===== config.mk =====
export PLATFORM = sky130hd
export DESIGN_NAME = mem_port_arbiter_flat
export DESIGN_NICKNAME = d
export VERILOG_FILES = /design/src/rtl/mem_port_arbiter_if.sv /design/src/rtl/mem_port_arbiter.sv /design/src/flat_wrapper.sv
export SDC_FILE = /design/constraint.sdc
export NUM_CORES = 1
export LEC_CHECK = 0
export ABC_AREA = 1
export BUFFER_PORTS_ARGS = -buffer_cell sky130_fd_sc_hd__buf_4
export CORE_UTILIZATION = 47
export DETAILED_ROUTE_END_ITERATION = 6
export GPL_TIMING_DRIVEN = 1
export PLACE_DENSITY = 0.9
export SLEW_MARGIN = 20
export SYNTH_ARGS = -nofsm -noshare
export SYNTH_HDL_FRONTEND = slang
export SYNTH_SLANG_ARGS = --single-unit

===== constraint.sdc =====
create_clock -name clk_i -period 1.7 [get_ports clk_i]
set_input_delay 0.17 -clock clk_i [delete_from_list [all_inputs] [get_ports clk_i]]
set_output_delay 0.17 -clock clk_i [all_outputs]
set_load 0.02 [all_outputs]

===== src/rtl/mem_port_arbiter_if.sv =====
// Bus bundle for mem_port_arbiter: IF fetch port, MEM data port,
// external memory command/response port, stall and watchdog error.
//
// Handshake semantics: a requester raises *_req_i with stable command fields and
// holds it until it sees its one-cycle *_ack_o. *_rdata_o is valid in the ack
// cycle and holds afterwards. The arbiter holds mem_req_o and the mem_* command
// stable until mem_ack_i, which is sampled only while mem_req_o is high.
interface mem_port_arbiter_if #(
  parameter int ADDR_W = 32,
  parameter int DATA_W = 32
);
  logic              if_req_i;
  logic [ADDR_W-1:0] if_addr_i;
  logic              if_flush_i;
  logic [DATA_W-1:0] if_rdata_o;
  logic              if_ack_o;
  logic              d_req_i;
  logic              d_we_i;
  logic [ADDR_W-1:0] d_addr_i;
  logic [DATA_W-1:0] d_wdata_i;
  logic [DATA_W-1:0] d_rdata_o;
  logic              d_ack_o;
  logic              mem_req_o;
  logic              mem_we_o;
  logic [ADDR_W-1:0] mem_addr_o;
  logic [DATA_W-1:0] mem_wdata_o;
  logic [DATA_W-1:0] mem_rdata_i;
  logic              mem_ack_i;
  logic              stall_o;
  logic              timeout_err_o;

  // Arbiter side
  modport slave (
    input  if_req_i, if_addr_i, if_flush_i, d_req_i, d_we_i, d_addr_i, d_wdata_i,
           mem_rdata_i, mem_ack_i,
    output if_rdata_o, if_ack_o, d_rdata_o, d_ack_o, mem_req_o, mem_we_o,
           mem_addr_o, mem_wdata_o, stall_o, timeout_err_o
  );

  // Pipeline / memory environment side
  modport master (
    output if_req_i, if_addr_i, if_flush_i, d_req_i, d_we_i, d_addr_i, d_wdata_i,
           mem_rdata_i, mem_ack_i,
    input  if_rdata_o, if_ack_o, d_rdata_o, d_ack_o, mem_req_o, mem_we_o,
           mem_addr_o, mem_wdata_o, stall_o, timeout_err_o
  );
endinterface


===== src/rtl/mem_port_arbiter.sv =====
// mem_port_arbiter: shares one single-port variable-latency memory between the
// instruction fetch (IF) and data (MEM) stages. Round-robin on contention,
// registered memory command, one-cycle acks, combinational pipeline stall.
// Optional watchdog on the memory response: define ARB_TIMEOUT_EN.
// state_o exposes the FSM state: 0 IDLE, 1 GNT_IF, 2 GNT_D, 3 RESP.
module mem_port_arbiter #(
  parameter int ADDR_W  = 32,
  parameter int DATA_W  = 32,
  parameter int TIMEOUT = 15
) (
  input  logic               clk_i,
  input  logic               rst_i,
  mem_port_arbiter_if.slave  bus,
  output logic [1:0]         state_o
);

  typedef enum logic [1:0] {
    IDLE   = 2'd0,
    GNT_IF = 2'd1,
    GNT_D  = 2'd2,
    RESP   = 2'd3
  } state_t;

  if (TIMEOUT < 1) begin : g_bad_timeout
    $error("mem_port_arbiter: TIMEOUT must be at least 1");
  end

  state_t            state_q, state_d;
  logic              last_gnt_d_q;   // 1 when D won the most recent grant
  logic              drop_q;         // in-flight fetch was flushed
  logic              mem_req_q, mem_we_q;
  logic [ADDR_W-1:0] mem_addr_q;
  logic [DATA_W-1:0] mem_wdata_q;
  logic [DATA_W-1:0] if_rdata_q, d_rdata_q;
  logic              if_ack_q, d_ack_q;
  logic              if_pend;
  logic              grant_if, grant_d;
  logic              mem_done, wd_fire, timeout_hit;

  // A flushed fetch is not a candidate for the port this cycle.
  assign if_pend = bus.if_req_i & ~bus.if_flush_i;

  // Next-state logic: arbitration in IDLE, completion or expiry in GNT_*.
  always_comb begin
    state_d  = state_q;
    grant_if = 1'b0;
    grant_d  = 1'b0;
    mem_done = 1'b0;
    wd_fire  = 1'b0;
    case (state_q)
      IDLE: begin
        // On contention the requester that did not win last time goes first.
        grant_d  = bus.d_req_i & (~if_pend | ~last_gnt_d_q);
        grant_if = if_pend & (~bus.d_req_i | last_gnt_d_q);
        if (grant_d)       state_d = GNT_D;
        else if (grant_if) state_d = GNT_IF;
      end
      GNT_IF, GNT_D: begin
        mem_done = bus.mem_ack_i & mem_req_q;
        // A response arriving with the expiry wins over the watchdog.
        wd_fire  = timeout_hit & ~mem_done;
        if (mem_done || wd_fire) state_d = RESP;
      end
      RESP:    state_d = IDLE;
      default: state_d = IDLE;
    endcase
  end

  // State register, memory command registers, acks and read-data capture.
  always_ff @(posedge clk_i or negedge rst_i) begin
    if (!rst_i) begin
      state_q      <= IDLE;
      last_gnt_d_q <= 1'b0;
      drop_q       <= 1'b0;
      mem_req_q    <= 1'b0;
      mem_we_q     <= 1'b0;
      mem_addr_q   <= '0;
      mem_wdata_q  <= '0;
      if_rdata_q   <= '0;
      d_rdata_q    <= '0;
      if_ack_q     <= 1'b0;
      d_ack_q      <= 1'b0;
    end else begin
      state_q  <= state_d;
      if_ack_q <= 1'b0;
      d_ack_q  <= 1'b0;
      if (grant_if || grant_d) begin
        mem_req_q    <= 1'b1;
        mem_we_q     <= grant_d & bus.d_we_i;
        mem_addr_q   <= grant_d ? bus.d_addr_i : bus.if_addr_i;
        last_gnt_d_q <= grant_d;
        if (grant_d) mem_wdata_q <= bus.d_wdata_i;
      end
      if (state_q == RESP)
        drop_q <= 1'b0;
      else if (state_q == GNT_IF && bus.if_flush_i)
        drop_q <= 1'b1;
      if (mem_done || wd_fire) begin
        mem_req_q <= 1'b0;
        if (state_q == GNT_IF) begin
          // A flush seen before or with the response silently discards it.
          if (!(drop_q || bus.if_flush_i)) begin
            if_ack_q   <= 1'b1;
            if_rdata_q <= mem_done ? bus.mem_rdata_i : '0;
          end
        end else begin
          d_ack_q <= 1'b1;
          if (!mem_done)      d_rdata_q <= '0;
          else if (!mem_we_q) d_rdata_q <= bus.mem_rdata_i;
        end
      end
    end
  end

`ifdef ARB_TIMEOUT_EN
  localparam int CNT_W = $clog2(TIMEOUT + 1);

  logic [CNT_W-1:0] wd_cnt_q;
  logic             timeout_err_q;

  // Expires in the TIMEOUT-th cycle spent waiting in GNT_*.
  assign timeout_hit = (wd_cnt_q == CNT_W'(TIMEOUT - 1));

  // Watchdog counter restarts on every grant; the error flag is sticky until reset.
  always_ff @(posedge clk_i or negedge rst_i) begin
    if (!rst_i) begin
      wd_cnt_q      <= '0;
      timeout_err_q <= 1'b0;
    end else begin
      if (grant_if || grant_d)
        wd_cnt_q <= '0;
      else if (state_q == GNT_IF || state_q == GNT_D)
        wd_cnt_q <= wd_cnt_q + CNT_W'(1);
      if (wd_fire) timeout_err_q <= 1'b1;
    end
  end

  assign bus.timeout_err_o = timeout_err_q;
`else
  assign timeout_hit       = 1'b0;
  assign bus.timeout_err_o = 1'b0;
`endif

  assign bus.mem_req_o   = mem_req_q;
  assign bus.mem_we_o    = mem_we_q;
  assign bus.mem_addr_o  = mem_addr_q;
  assign bus.mem_wdata_o = mem_wdata_q;
  assign bus.if_rdata_o  = if_rdata_q;
  assign bus.d_rdata_o   = d_rdata_q;
  assign bus.if_ack_o    = if_ack_q;
  assign bus.d_ack_o     = d_ack_q;
  assign bus.stall_o     = (bus.d_req_i & ~d_ack_q) |
                           (bus.if_req_i & ~if_ack_q & ~bus.if_flush_i);
  assign state_o         = state_q;

endmodule


===== src/flat_wrapper.sv =====
// flat-port wrapper written by rule: the top's interface ports become plain ports
module mem_port_arbiter_flat 
#(
  parameter int ADDR_W  = 32,
  parameter int DATA_W  = 32,
  parameter int TIMEOUT = 15
)
  (clk_i, rst_i, state_o, bus_if_req_i, bus_if_addr_i, bus_if_flush_i, bus_d_req_i, bus_d_we_i, bus_d_addr_i, bus_d_wdata_i, bus_mem_rdata_i, bus_mem_ack_i, bus_if_rdata_o, bus_if_ack_o, bus_d_rdata_o, bus_d_ack_o, bus_mem_req_o, bus_mem_we_o, bus_mem_addr_o, bus_mem_wdata_o, bus_stall_o, bus_timeout_err_o);
  mem_port_arbiter_if #(.ADDR_W(ADDR_W), .DATA_W(DATA_W)) bus_i ();
  input  logic clk_i;
  input  logic rst_i;
  output logic [1:0] state_o;
  input wire logic [$bits(bus_i.if_req_i)-1:0] bus_if_req_i;
  input wire logic [$bits(bus_i.if_addr_i)-1:0] bus_if_addr_i;
  input wire logic [$bits(bus_i.if_flush_i)-1:0] bus_if_flush_i;
  input wire logic [$bits(bus_i.d_req_i)-1:0] bus_d_req_i;
  input wire logic [$bits(bus_i.d_we_i)-1:0] bus_d_we_i;
  input wire logic [$bits(bus_i.d_addr_i)-1:0] bus_d_addr_i;
  input wire logic [$bits(bus_i.d_wdata_i)-1:0] bus_d_wdata_i;
  input wire logic [$bits(bus_i.mem_rdata_i)-1:0] bus_mem_rdata_i;
  input wire logic [$bits(bus_i.mem_ack_i)-1:0] bus_mem_ack_i;
  output wire logic [$bits(bus_i.if_rdata_o)-1:0] bus_if_rdata_o;
  output wire logic [$bits(bus_i.if_ack_o)-1:0] bus_if_ack_o;
  output wire logic [$bits(bus_i.d_rdata_o)-1:0] bus_d_rdata_o;
  output wire logic [$bits(bus_i.d_ack_o)-1:0] bus_d_ack_o;
  output wire logic [$bits(bus_i.mem_req_o)-1:0] bus_mem_req_o;
  output wire logic [$bits(bus_i.mem_we_o)-1:0] bus_mem_we_o;
  output wire logic [$bits(bus_i.mem_addr_o)-1:0] bus_mem_addr_o;
  output wire logic [$bits(bus_i.mem_wdata_o)-1:0] bus_mem_wdata_o;
  output wire logic [$bits(bus_i.stall_o)-1:0] bus_stall_o;
  output wire logic [$bits(bus_i.timeout_err_o)-1:0] bus_timeout_err_o;
  assign bus_i.if_req_i = bus_if_req_i;
  assign bus_i.if_addr_i = bus_if_addr_i;
  assign bus_i.if_flush_i = bus_if_flush_i;
  assign bus_i.d_req_i = bus_d_req_i;
  assign bus_i.d_we_i = bus_d_we_i;
  assign bus_i.d_addr_i = bus_d_addr_i;
  assign bus_i.d_wdata_i = bus_d_wdata_i;
  assign bus_i.mem_rdata_i = bus_mem_rdata_i;
  assign bus_i.mem_ack_i = bus_mem_ack_i;
  assign bus_if_rdata_o = bus_i.if_rdata_o;
  assign bus_if_ack_o = bus_i.if_ack_o;
  assign bus_d_rdata_o = bus_i.d_rdata_o;
  assign bus_d_ack_o = bus_i.d_ack_o;
  assign bus_mem_req_o = bus_i.mem_req_o;
  assign bus_mem_we_o = bus_i.mem_we_o;
  assign bus_mem_addr_o = bus_i.mem_addr_o;
  assign bus_mem_wdata_o = bus_i.mem_wdata_o;
  assign bus_stall_o = bus_i.stall_o;
  assign bus_timeout_err_o = bus_i.timeout_err_o;
  mem_port_arbiter #(.ADDR_W(ADDR_W), .DATA_W(DATA_W), .TIMEOUT(TIMEOUT)) u_core (.clk_i(clk_i), .rst_i(rst_i), .bus(bus_i), .state_o(state_o));
endmodule

==> reports/results.txt, run 1 <==
For the final setup violation count, the log shows 0. The number of warnings reported in the yosys synthesis log is 0, and the ratio of final minimum period to clock period is 0.960. The initial DRC count was 399; the number of nets with antenna violations after detailed routing was 0. The number of input and output port buffers inserted is 269.

STA classifies the critical path endpoint as a flop. By area the synthesized netlist is led by sky130_fd_sc_hd__dfrtp_1 58%, sky130_fd_sc_hd__nand2_1 17%, sky130_fd_sc_hd__inv_1 4.5%. Synthesis produced 667 cells. The top cell type's share of synthesized area came out at 0.581. The placement-stage worst setup slack was 0.0518 ns; the post-route standard cell area excluding fillers was 9070 um2. In this run the core area contains 40 standard-cell rows. The number of vias per cell after detailed routing is 4.94.

The area growth from synthesis to layout was 54.8%; the horizontal extent of the die was 114 um. Number of inserted filler cells in the final layout: 821. Detailed placement finished with a half-perimeter wire length of 11800 um. The core region is 12100 um2. For the number of antenna violations at the first check in global routing, the log shows 0. The root buffer cell is sky130_fd_sc_hd__clkbuf_16. For the global-route usage over all layers, the log shows 0.282. The class of the tightest hold or removal check is in -> reg.

The sequential share of the synthesized area is 0.581. The logs give 271 for the count of boundary I/O pins and 1079 for the number of placed instances with taps included. A synthesized cell averages 8.78 um2. The number of buffers between clock root and the deepest sink came out at 2. Based on the critical path, the design can be clocked at up to 613 MHz. The tools report the maximum ir drop on the vdd rail as 1330 uV. After detailed routing, the average wire length per cell comes to 15.9 um. The setup slack after layout is 0.0680 ns. The H-tree level count was 4. The global-route wire length before repair is 27900 um, and the via count is 5675.

The later-pin clock latency in the skew report was 0.41 ns; the total congestion overflow was 0. Dividing total power by cell area gives a power density of 1880 nW/um2. After detailed placement, the total cell area comes to 8020 um2.

For this design the static power due to leakage is 0.00509 uW. The TritonCTS sink count is 136. TritonCTS built the clock tree. The final number of max-transition violations is 0, and the top fanout value on the critical path is 32. Largest net degree at the start of global routing: 75. For the final setup TNS, the log shows 0 ns.

The die covers 12900 um2. The tools report the final hold violation count as 0. Setup slack on the worst reg-to-reg path comes out at 0.07 ns. Number of global-route vias before repair: 5648. Across the routed clock network, the largest skew measured is 0.00565 ns. For the area of the mapped netlist, the log shows 5860 um2. The flow ran to the end, and the final reports show no timing, DRC or antenna violations.

The worst setup path is of the reg -> reg kind. The most common library cell in the layout ignoring fill and taps was sky130_fd_sc_hd__buf_4. The library cell occupying the most area in the post-synthesis netlist was sky130_fd_sc_hd__dfrtp_1. The number of clock buffers added by TritonCTS is 17. For the number of distinct library cells after synthesis, the log shows 23.

The congestion estimate from routability-driven global placement came to 0.771. The starting utilization of the core area came out at 0.486. STA puts the critical path data required time at 2.02 ns. Vertical die dimension: 114 um. Number of max-capacitance violations reported: 0.

The tools report the sort of element at the start of the critical path as a flop. The register cell area after layout is 3400 um2, and the post-layout minimum cycle time is 1.63 ns. For the worst setup path, the data arrival time is 1.95 ns.

Summing all multi-input logic gate instances after layout gives 1970 um2. The synthesized design contains 136 register bits. Setup repair after global routing left no endpoint under its margin. The finished layout holds 1148 standard cells, fillers aside. In the routed design, unresolved DRC markers number 0. The run gives 18200 um as the total length of routed wires.

The first detailed-routing pass took 4 iterations. The synthesized netlist net count came out at 805. In the layout the commonest cells are 274 x sky130_fd_sc_hd__buf_4, 270 x sky130_fd_sc_hd__nand2_1, 136 x sky130_fd_sc_hd__dfrtp_1. The clock transition at the registers of the reported paths is 0.06 ns. Diode insertion count for antenna repair: 0. The fraction of layout cells with a size suffix above 1 was 0.347; the post-layout net count was 1106.
[kinds of logic after synthesis]
family	Yosys count	synth area share
other	1	0.000640
AO/OA/AOI/OAI	69	0.0688
AND/OR/NAND/NOR	345	0.253
adder cells (fa/ha/maj)	3	0.00641
buffers and inverters	113	0.0899
flip-flops	136	0.581
[critical path, cell delays in order (launching register included)]
cell,delay (ns)
sky130_fd_sc_hd__dfrtp_1,0.40
sky130_fd_sc_hd__inv_1,0.08
sky130_fd_sc_hd__ha_1,0.31
sky130_fd_sc_hd__inv_2,0.08
sky130_fd_sc_hd__nor2_4,0.14
sky130_fd_sc_hd__nand2_4,0.10
sky130_fd_sc_hd__clkbuf_16,0.22
sky130_fd_sc_hd__o21ai_1,0.21
[cells in the mapped netlist]
library cell,count
sky130_fd_sc_hd__a21oi_1,1
sky130_fd_sc_hd__a21oi_4,1
sky130_fd_sc_hd__buf_2,13
sky130_fd_sc_hd__buf_4,7
sky130_fd_sc_hd__buf_6,8
sky130_fd_sc_hd__clkbuf_1,9
sky130_fd_sc_hd__conb_1,1
sky130_fd_sc_hd__dfrtp_1,136
sky130_fd_sc_hd__ha_1,3
sky130_fd_sc_hd__inv_1,70
sky130_fd_sc_hd__inv_2,6
sky130_fd_sc_hd__nand2_1,271
sky130_fd_sc_hd__nand2_2,1
sky130_fd_sc_hd__nand3_1,34
sky130_fd_sc_hd__nand3_2,2
sky130_fd_sc_hd__nand3b_1,32
sky130_fd_sc_hd__nor2_1,3
sky130_fd_sc_hd__nor3_2,1
sky130_fd_sc_hd__nor3b_1,1
sky130_fd_sc_hd__o21ai_0,25
sky130_fd_sc_hd__o21ai_1,29
sky130_fd_sc_hd__o21ai_2,12
sky130_fd_sc_hd__o22ai_1,1
[where the power goes]
group	internal (uW)	total (uW)	leakage (uW)	switching (uW)
clock	2300	3630	0.000278	1330
combinational	3200	7830	0.00309	4620
sequential	4720	5630	0.00173	912
[state kept, by name, indices dropped and copies added, names as in the netlist, 2 cells and up]
name / cells
u_core.state_o: 2
u_core.bus.mem_wdata_o: 32
u_core.bus.d_rdata_o: 32
u_core.bus.mem_addr_o: 32
u_core.bus.if_rdata_o: 32
[layer usage]
layer / global-route usage / vias up / share of wire
met4: 0.133 / 0 / 0.034
met2: 0.493 / 276 / 0.52
li1: - / 2664 / -
met3: 0.102 / 50 / 0.086
met1: 0.304 / 2685 / 0.36
met5: 0 / - / 0
[worst paths after layout]
| kind | from | end | depth (start not counted) |
|---|---|---|---|
| max | u_core.state_o[1] | u_core.bus.if_rdata_o[1] | 7 |
| min | bus_mem_rdata_i[5] | u_core.bus.d_rdata_o[5] | 3 |
| max reg2reg | u_core.state_o[1] | u_core.bus.if_rdata_o[1] | 7 |
| min reg2reg | u_core.bus.mem_addr_o[28] | u_core.bus.mem_addr_o[28] | 2 |
| max in group asynchronous | rst_i | u_core.bus.mem_wdata_o[13] | 3 |
| min in group asynchronous | rst_i | u_core.bus.d_rdata_o[22] | 2 |
[repair_timing]
action                                  CTS  global route
endpoints found under the setup margin    0            72
hold buffers                             34             0
endpoints found under the hold margin   169             0
resized for setup                         0            11
buffers inserted                          0             1
[stage by stage]
step / total power (uW) / util / hold WS (ns)
global placement: 12900 / 0.665 / 0.0137
CTS: 16900 / 0.741 / 0.00545
finish: 17100 / 0.752 / 0.0271
global route: 18100 / 0.752 / 0.0258
detailed placement: 13200 / 0.665 / 0.0195
floorplan: 9730 / - / -0.126
[final cells by class]
| cell class | instances | area share |
|---|---|---|
| clock inverters | 7 | 0.0102 |
| clock buffers | 24 | 0.0542 |
| well taps | 168 | 0.0232 |
| multi-input cells | 418 | 0.217 |
| flip-flops and latches | 136 | 0.375 |
| inverters | 76 | 0.0317 |
| repair buffers | 319 | 0.288 |
(Power assumes the default switching activity.)
==> run 2, diff against run 1 <==
SETUP_SLACK_MARGIN = 0.1   (was default)
==> reports/results.txt, run 2 (synthesis gave the netlist of run 1 again) <==
The run gives 0 (unchanged) as the final hold violation count. The run gives 18000 um (-1.3%) as the total length of routed wires. The critical path data required time was 2.00 ns (-0.02 ns). In this run the worst hold path is classified as in -> reg. The routed length per instance was 15.6 um (-1.9%). The tools report the number of nets with antenna violations after detailed routing as 0 (unchanged).

For the global-route usage over all layers, the log shows 0.287 (+0.00535). The number of max-capacitance violations reported is 0 (unchanged), and the initial DRC count is 293 (-27%). The tools report the final number of max-transition violations as 0 (unchanged).

Broken down by cell family, the worst path's largest delay share belongs to simple AND/OR/NAND/NOR gates. Among all stages on the critical path, the largest delay is contributed by sky130_fd_sc_hd__dfrtp_2. The number of input and output port buffers inserted came out at 269 (unchanged).

The startpoint identified for the worst hold timing path is bus_mem_rdata_i[18]. Path type of the worst setup path: reg -> reg. The tools report the placed wire-length estimate after detailed placement as 11600 um (-2.0%). For the power after layout, the log shows 17000 uW (-0.32%). The largest clock skew in the final design was 0.00655 ns (+0.000899 ns). Number of vias per cell after detailed routing: 4.89 (-1.1%).

Areal power density over the cells: 1880 nW/um2 (-0.43%). The delay of the slowest critical-path stage works out to 0.36 ns (-0.04 ns). The area of the die is 12900 um2 (unchanged).

The placement-stage worst setup slack was 0.0850 ns (+0.0332 ns); the final setup violation count was 0 (unchanged). The run gives 1113 (+0.63%) as the post-layout net count. The logs give 66 (-12%) for the largest net degree at the start of global routing and 5756 (+1.9%) for the number of global-route vias before repair. The worst register-to-register path ends at u_core.bus.d_rdata_o[7]. The logs give 807 (-1.7%) for the number of inserted filler cells in the final layout and 0 (unchanged) for the total congestion overflow. Setup repair after global routing could not meet its margin everywhere. Via count: 5644 (-0.55%).

The final setup TNS was 0 ns (unchanged). The count of boundary I/O pins is 271 (unchanged). By instance count, the cell type seen most on the critical path is sky130_fd_sc_hd__inv_2.

The register cell area after layout came out at 3410 um2 (about the same). The tools report the number of buffers created by CTS as 17 (unchanged). From synthesis to final layout, the design area changed by 55.0%. The final estimated routing congestion in global placement came out at 0.769 (-0.32%). The top cell types in the final layout, fill and taps aside, are 284 x sky130_fd_sc_hd__buf_4, 270 x sky130_fd_sc_hd__nand2_1, 134 x sky130_fd_sc_hd__dfrtp_1. TritonCTS built the clock tree. Endpoint kind of the worst setup timing path: a flop.

The post-detailed-route DRC marker count is 0 (unchanged). The root buffer cell chosen for the clock tree is sky130_fd_sc_hd__clkbuf_16. The H-tree level count came out at 4 (unchanged). The later-pin clock latency in the skew report is 0.41 ns (about the same), and the number of buffers between clock root and the deepest sink is 2 (unchanged). The TritonCTS sink count was 136 (unchanged); the vertical die dimension was 114 um (unchanged). Global-route wire length before repair: 28300 um (+1.5%). The signal on the critical path passes through inv_2 -> ha_4 -> inv_2 -> nor3_4 -> nand2_4 -> buf_16 -> nand2_1 -> o21ai_2.

The arrival time of data at the critical path endpoint is 1.87 ns (-0.08 ns), and the setup slack after layout is 0.133 ns (+0.0647 ns). The tools report the number of antenna violations at the first check in global routing as 0 (unchanged). Number of cells on the worst hold path: 3 (unchanged). Most common library cell in the layout ignoring fill and taps: sky130_fd_sc_hd__buf_4.

The number of cells on the worst reg-to-reg path is 8 (+1). Horizontal extent of the die: 114 um (unchanged). The worst hold path endpoint was u_core.bus.d_rdata_o[18]. The starting utilization of the core area is 0.486 (unchanged). The clock transition at the registers of the reported paths came out at 0.06 ns (about the same). The leakage power figure is 0.00509 uW (about the same), and the footprint of the multi-input gates is 1970 um2 (+0.25%).

Post-layout minimum cycle time: 1.57 ns (-0.0647 ns). The core outline area came out at 12100 um2 (unchanged). The ratio of final minimum period to clock period works out to 0.922 (-0.0381). For the standard-cell row count, the log shows 40 (unchanged). The worst register-to-register path begins at u_core.state_o[1].

The run gives 0.13 ns (+0.06 ns) as the reg-to-reg setup timing slack. The combined buffer and inverter count along the critical path is 3 (unchanged). The diode insertion count for antenna repair is 0 (unchanged), and the number of optimization iterations in the first detailed-route pass is 5 (+1). STA classifies the critical path startpoint as a flop. The achievable clock frequency was 638 MHz (+4.1%); the maximum ir drop on the vdd rail was 1090 uV (-18%). The top fanout value on the critical path was 16 (-50%). The flow ran to the end, and the final reports show no timing, DRC or antenna violations. The fraction of layout cells with a size suffix above 1 works out to 0.361 (+0.0138).
==> run 2: cell count changes in the layout (fill, tap and decap cells not counted), sizes merged <==
cell / before / now
bufinv: 2 / 1
clkinv: 2 / 4
buf: 282 / 291
inv: 76 / 77
clkinvlp: 3 / 4
clkbuf: 27 / 22
==> run 2: how the worst max path moves through the flow <==
| stage | startpoint | to | depth (start not counted) |
|---|---|---|---|
| after global placement | u_core.state_o[0] | u_core.bus.d_rdata_o[22] | 8 |
| after detailed placement | u_core.state_o[1] | u_core.bus.mem_addr_o[10] | 7 |
| after floorplan | u_core.state_o[1] | u_core.bus.if_rdata_o[24] | 9 |
| after CTS | u_core.state_o[1] | u_core.bus.if_rdata_o[26] | 7 |
| final | u_core.state_o[1] | u_core.bus.d_rdata_o[7] | 8 |
| after global routing | u_core.state_o[1] | u_core.bus.d_rdata_o[7] | 8 |
==> run 2: final cells by class <==
class / count / area share
Inverter: 76 / 0.0317
Multi-Input combinational cell: 418 / 0.217
Tap cell: 168 / 0.0232
Clock inverter: 10 / 0.0106
Timing Repair Buffer: 326 / 0.290
Sequential cell: 136 / 0.375
Clock buffer: 21 / 0.0518
==> run 2: routing by layer <==
layer  up-vias  global-route usage  wire [um]
met2       246               0.486       8980
met4         0               0.177        768
met1      2669               0.314       6770
met5         -                   0          0
met3        53              0.0935       1470
li1       2676                   -          -
==> run 2: power breakdown <==
part | total [uW] | internal, uW | switching (uW)
sequential | 5600 | 4720 | 883
clock | 3490 | 2120 | 1370
combinational | 7940 | 3280 | 4660
==> run 2: timing repair <==
item,4_1_cts,5_1_grt
buffers inserted,3,1
resized for setup,6,9
hold buffers,34,0
cloned,3,1
endpoints found under the setup margin,40,66
pin swaps,2,2
hold endpoints to repair,73,0
==> run 2: through the flow <==
step	hold WS, ns	utilization	cell area, um2	std cells
6_report	0.0200	0.753	9080	1155
5_1_grt	0.00825	0.753	9080	1155
4_1_cts	0.00335	0.751	9050	1154
3_5_place_dp	0.113	0.664	8010	1083
3_3_place_gp	0.110	0.664	8010	1083
2_1_floorplan	-0.126	-	5860	667
==> run 2: tightest hold or removal path, cell delays in order <==
cell and delay [ns]:
sky130_fd_sc_hd__buf_4 0.11, sky130_fd_sc_hd__inv_1 0.05, sky130_fd_sc_hd__o21ai_1 0.06
==> run 3, diff against run 2 <==
CORE_UTILIZATION = 42   (was 47)
PLACE_DENSITY = 0.86   (was 0.9)
clock period = 1.3 ns   (was 1.7 ns; I/O delays follow)
==> reports/results.txt, run 3 (synthesis gave the netlist of run 1 again) <==
The switching share of power is 0.418 (+0.0120), and the number of placed instances with taps included is 1105 (+2.0%). The tightest min-delay check is of the in -> reg type. The run gives 0.42 ns (about the same) as the later-pin clock latency in the skew report. The setup slack after layout was -0.246 ns (-0.378 ns); the global-route wire length before repair was 30900 um (+8.9%). The post-layout minimum cycle time came out at 1.55 ns (-0.0218 ns). The number of cells on the worst reg-to-reg path works out to 7 (-1). TritonCTS built the clock tree. The core utilization of the finished layout is 0.815 (+0.0624). Number of buffers between clock root and the deepest sink: 2 (unchanged). The diode insertion count for antenna repair is 0 (unchanged).

In this run the worst setup path begins at u_core.state_o[1]. The logs give 1240 uV (+14%) for the maximum ir drop on the vdd rail and 0 (unchanged) for the total congestion overflow. The number of vias per cell after detailed routing is 5.20 (+6.4%). The horizontal extent of the die is 120 um (+5.7%), and the area of the die is 14400 um2 (+12%).

The net switching power is 11100 uW (+61%), and the starting utilization of the core area is 0.437 (-0.0485). The logs give 0.281 (-0.00623) for the global-route usage over all layers and 0.00600 ns (-0.000555 ns) for the largest clock skew in the final design. The initial DRC count is 543 (+85%), and the final setup violation count is 136 (+136). The routed length per instance works out to 19.1 um (+23%).

The number of cells on the worst hold path is 5 (+2). The final estimated routing congestion in global placement is 0.796 (+3.6%). For the total length of routed wires, the log shows 23700 um (+32%). Clock transition at the registers of the reported paths: 0.06 ns (about the same). The setup path with the least slack is of type reg -> reg. The logs give 0.520 (+0.054) for the combinational fraction of design power and 42 (+5.0%) for the standard-cell row count. Via count: 6435 (+14%). The areal power density over the cells works out to 2430 nW/um2 (+30%). The path with the worst hold slack has its endpoint at u_core.bus.mem_addr_o[13]. The H-tree level count was 4 (unchanged).

STA classifies the critical path endpoint as a flop. The number of max-capacitance violations reported is 0 (unchanged). The startpoint identified for the worst hold timing path is bus_if_addr_i[13]. The reg-to-reg setup timing slack came out at -0.25 ns (-0.38 ns). The standard cell area after detailed placement was 8280 um2 (+3.4%). The worst setup path is launched from a flop.

The top cell types in the final layout, fill and taps aside, are 285 x sky130_fd_sc_hd__buf_4, 134 x sky130_fd_sc_hd__dfrtp_1, 130 x sky130_fd_sc_hd__nand2_1. The ratio of final minimum period to clock period was 1.19 (+0.267). The vertical die dimension works out to 120 um (+5.7%).

The number of global-route vias before repair was 6223 (+8.1%). The final setup TNS is -22.97 ns (-22.97 ns), and the final hold violation count is 0 (unchanged). The critical path data required time is 1.60 ns (-0.40 ns). The logs give 1238 (+7.2%) for the final non-filler cell total and 681 (-16%) for the number of inserted filler cells in the final layout. The count of boundary I/O pins came out at 271 (unchanged). The tree is rooted in a sky130_fd_sc_hd__clkbuf_16.

The relative contribution of the clock network to total power came out at 0.186 (-0.019). Leakage power figure: 0.00585 uW (+15%). The post-layout net count came out at 1187 (+6.6%).

The flow ran to the end, but the final reports show violations. Number of buffers created by CTS: 17 (unchanged). The core outline area came out at 13400 um2 (+11%). The area growth from synthesis to layout is 86.5%, and the final number of max-transition violations is 0 (unchanged).

The fraction of layout cells with a size suffix above 1 works out to 0.541 (+0.181). Number of nets with antenna violations after detailed routing: 0 (unchanged). The number of antenna violations at the first check in global routing came out at 0 (unchanged). The library cell used most frequently in the layout, excluding fill and tap cells, is sky130_fd_sc_hd__buf_4.

The largest net degree at the start of global routing is 49 (-26%). The post-detailed-route DRC marker count is 0 (unchanged), and the TritonCTS sink count is 136 (unchanged). The run gives 0.294 (-0.035) as the part of the total power dissipated in sequential elements. The logs give 12000 um (+3.7%) for the placed wire-length estimate after detailed placement and 1.84 ns (-0.03 ns) for the arrival time of data at the critical path endpoint. The number of optimization iterations in the first detailed-route pass was 7 (+2). Number of input and output port buffers inserted: 269 (unchanged). The achievable clock frequency is 647 MHz (+1.4%). The checks that failed: negative setup slack.

The tools report the internal portion of total power as 15500 uW (+53%). The worst register-to-register path ends at u_core.bus.if_rdata_o[19]. The tools report the post-route standard cell area excluding fillers as 10900 um2 (+20%). Setup repair after global routing could not meet its margin everywhere. In this run the critical register-to-register path is launched from u_core.state_o[1]. The top fanout value on the critical path came out at 8 (-8).
==> run 3: cell types whose count changed in the layout (fill, tap and decap cells not counted), sizes merged <==
| cell | previous run | this run |
|---|---|---|
| buf | 291 | 327 |
| dlygate4sd3 | 34 | 66 |
| clkbuf | 22 | 25 |
| clkinv | 4 | 7 |
| bufinv | 1 | 3 |
| clkinvlp | 4 | 2 |
| inv | 77 | 78 |
==> run 3: power by group through the flow <==
stage	logic, uW	registers, uW	clock network [uW]
global placement	10000	7330	0
finish	13800	7800	4950
floorplan	3590	9530	0
global route	14600	7940	5180
CTS	11800	7390	4950
detailed placement	10400	7380	0
==> run 3: what timing repair did <==
item	CTS	global route
pin swaps	25	51
endpoints found under the setup margin	137	140
hold endpoints to repair	143	0
hold buffers	66	0
setup buffers	15	7
cloned	7	9
gates resized for setup	50	213
==> run 3: worst max-delay path by stage <==
stage / slack, ns / to
floorplan: -0.18 / u_core.bus.if_rdata_o[10]
global placement: -0.14 / u_core.bus.d_rdata_o[7]
detailed placement: -0.20 / u_core.bus.d_rdata_o[16]
CTS: -0.20 / u_core.bus.if_rdata_o[23]
global route: -0.30 / u_core.bus.if_rdata_o[19]
finish: -0.25 / u_core.bus.if_rdata_o[19]
==> run 3: metrics by stage <==
| stage | hold WS [ns] | total power [uW] | worst slack (ns) |
|---|---|---|---|
| after floorplan | -0.166 | 13100 | -0.184 |
| after global placement | 0.0893 | 17400 | -0.139 |
| after detailed placement | 0.0907 | 17700 | -0.199 |
| after CTS | 0.00155 | 24200 | -0.195 |
| after global routing | 0.0168 | 27700 | -0.297 |
| final | 0.0160 | 26600 | -0.246 |
==> run 3: layout make-up <==
type	instances	area [um2]	share of cell area
timing repair buffer	400	3650	0.335
sequential	136	3410	0.312
multi-input combinational	418	2730	0.250
clock buffer	18	429	0.0393
inverter	76	310	0.0284
tap	176	220	0.0202
clock inverter	14	173	0.0158
==> run 3: critical path, stage by stage (launching register included) <==
cell and delay, ns:
sky130_fd_sc_hd__dfrtp_2 0.42, sky130_fd_sc_hd__inv_4 0.08, sky130_fd_sc_hd__ha_4 0.15, sky130_fd_sc_hd__nor3b_4 0.27, sky130_fd_sc_hd__nand2_8 0.14, sky130_fd_sc_hd__clkbuf_16 0.21
sky130_fd_sc_hd__nand2_4 0.06, sky130_fd_sc_hd__o21ai_1 0.08
==> run 3: layer usage <==
layer | global-route usage | vias up | part of all wire
met5 | 0 | - | 0
met3 | 0.0680 | 85 | 0.070
li1 | - | 2840 | -
met1 | 0.310 | 3138 | 0.36
met4 | 0.152 | 0 | 0.042
met2 | 0.496 | 372 | 0.53
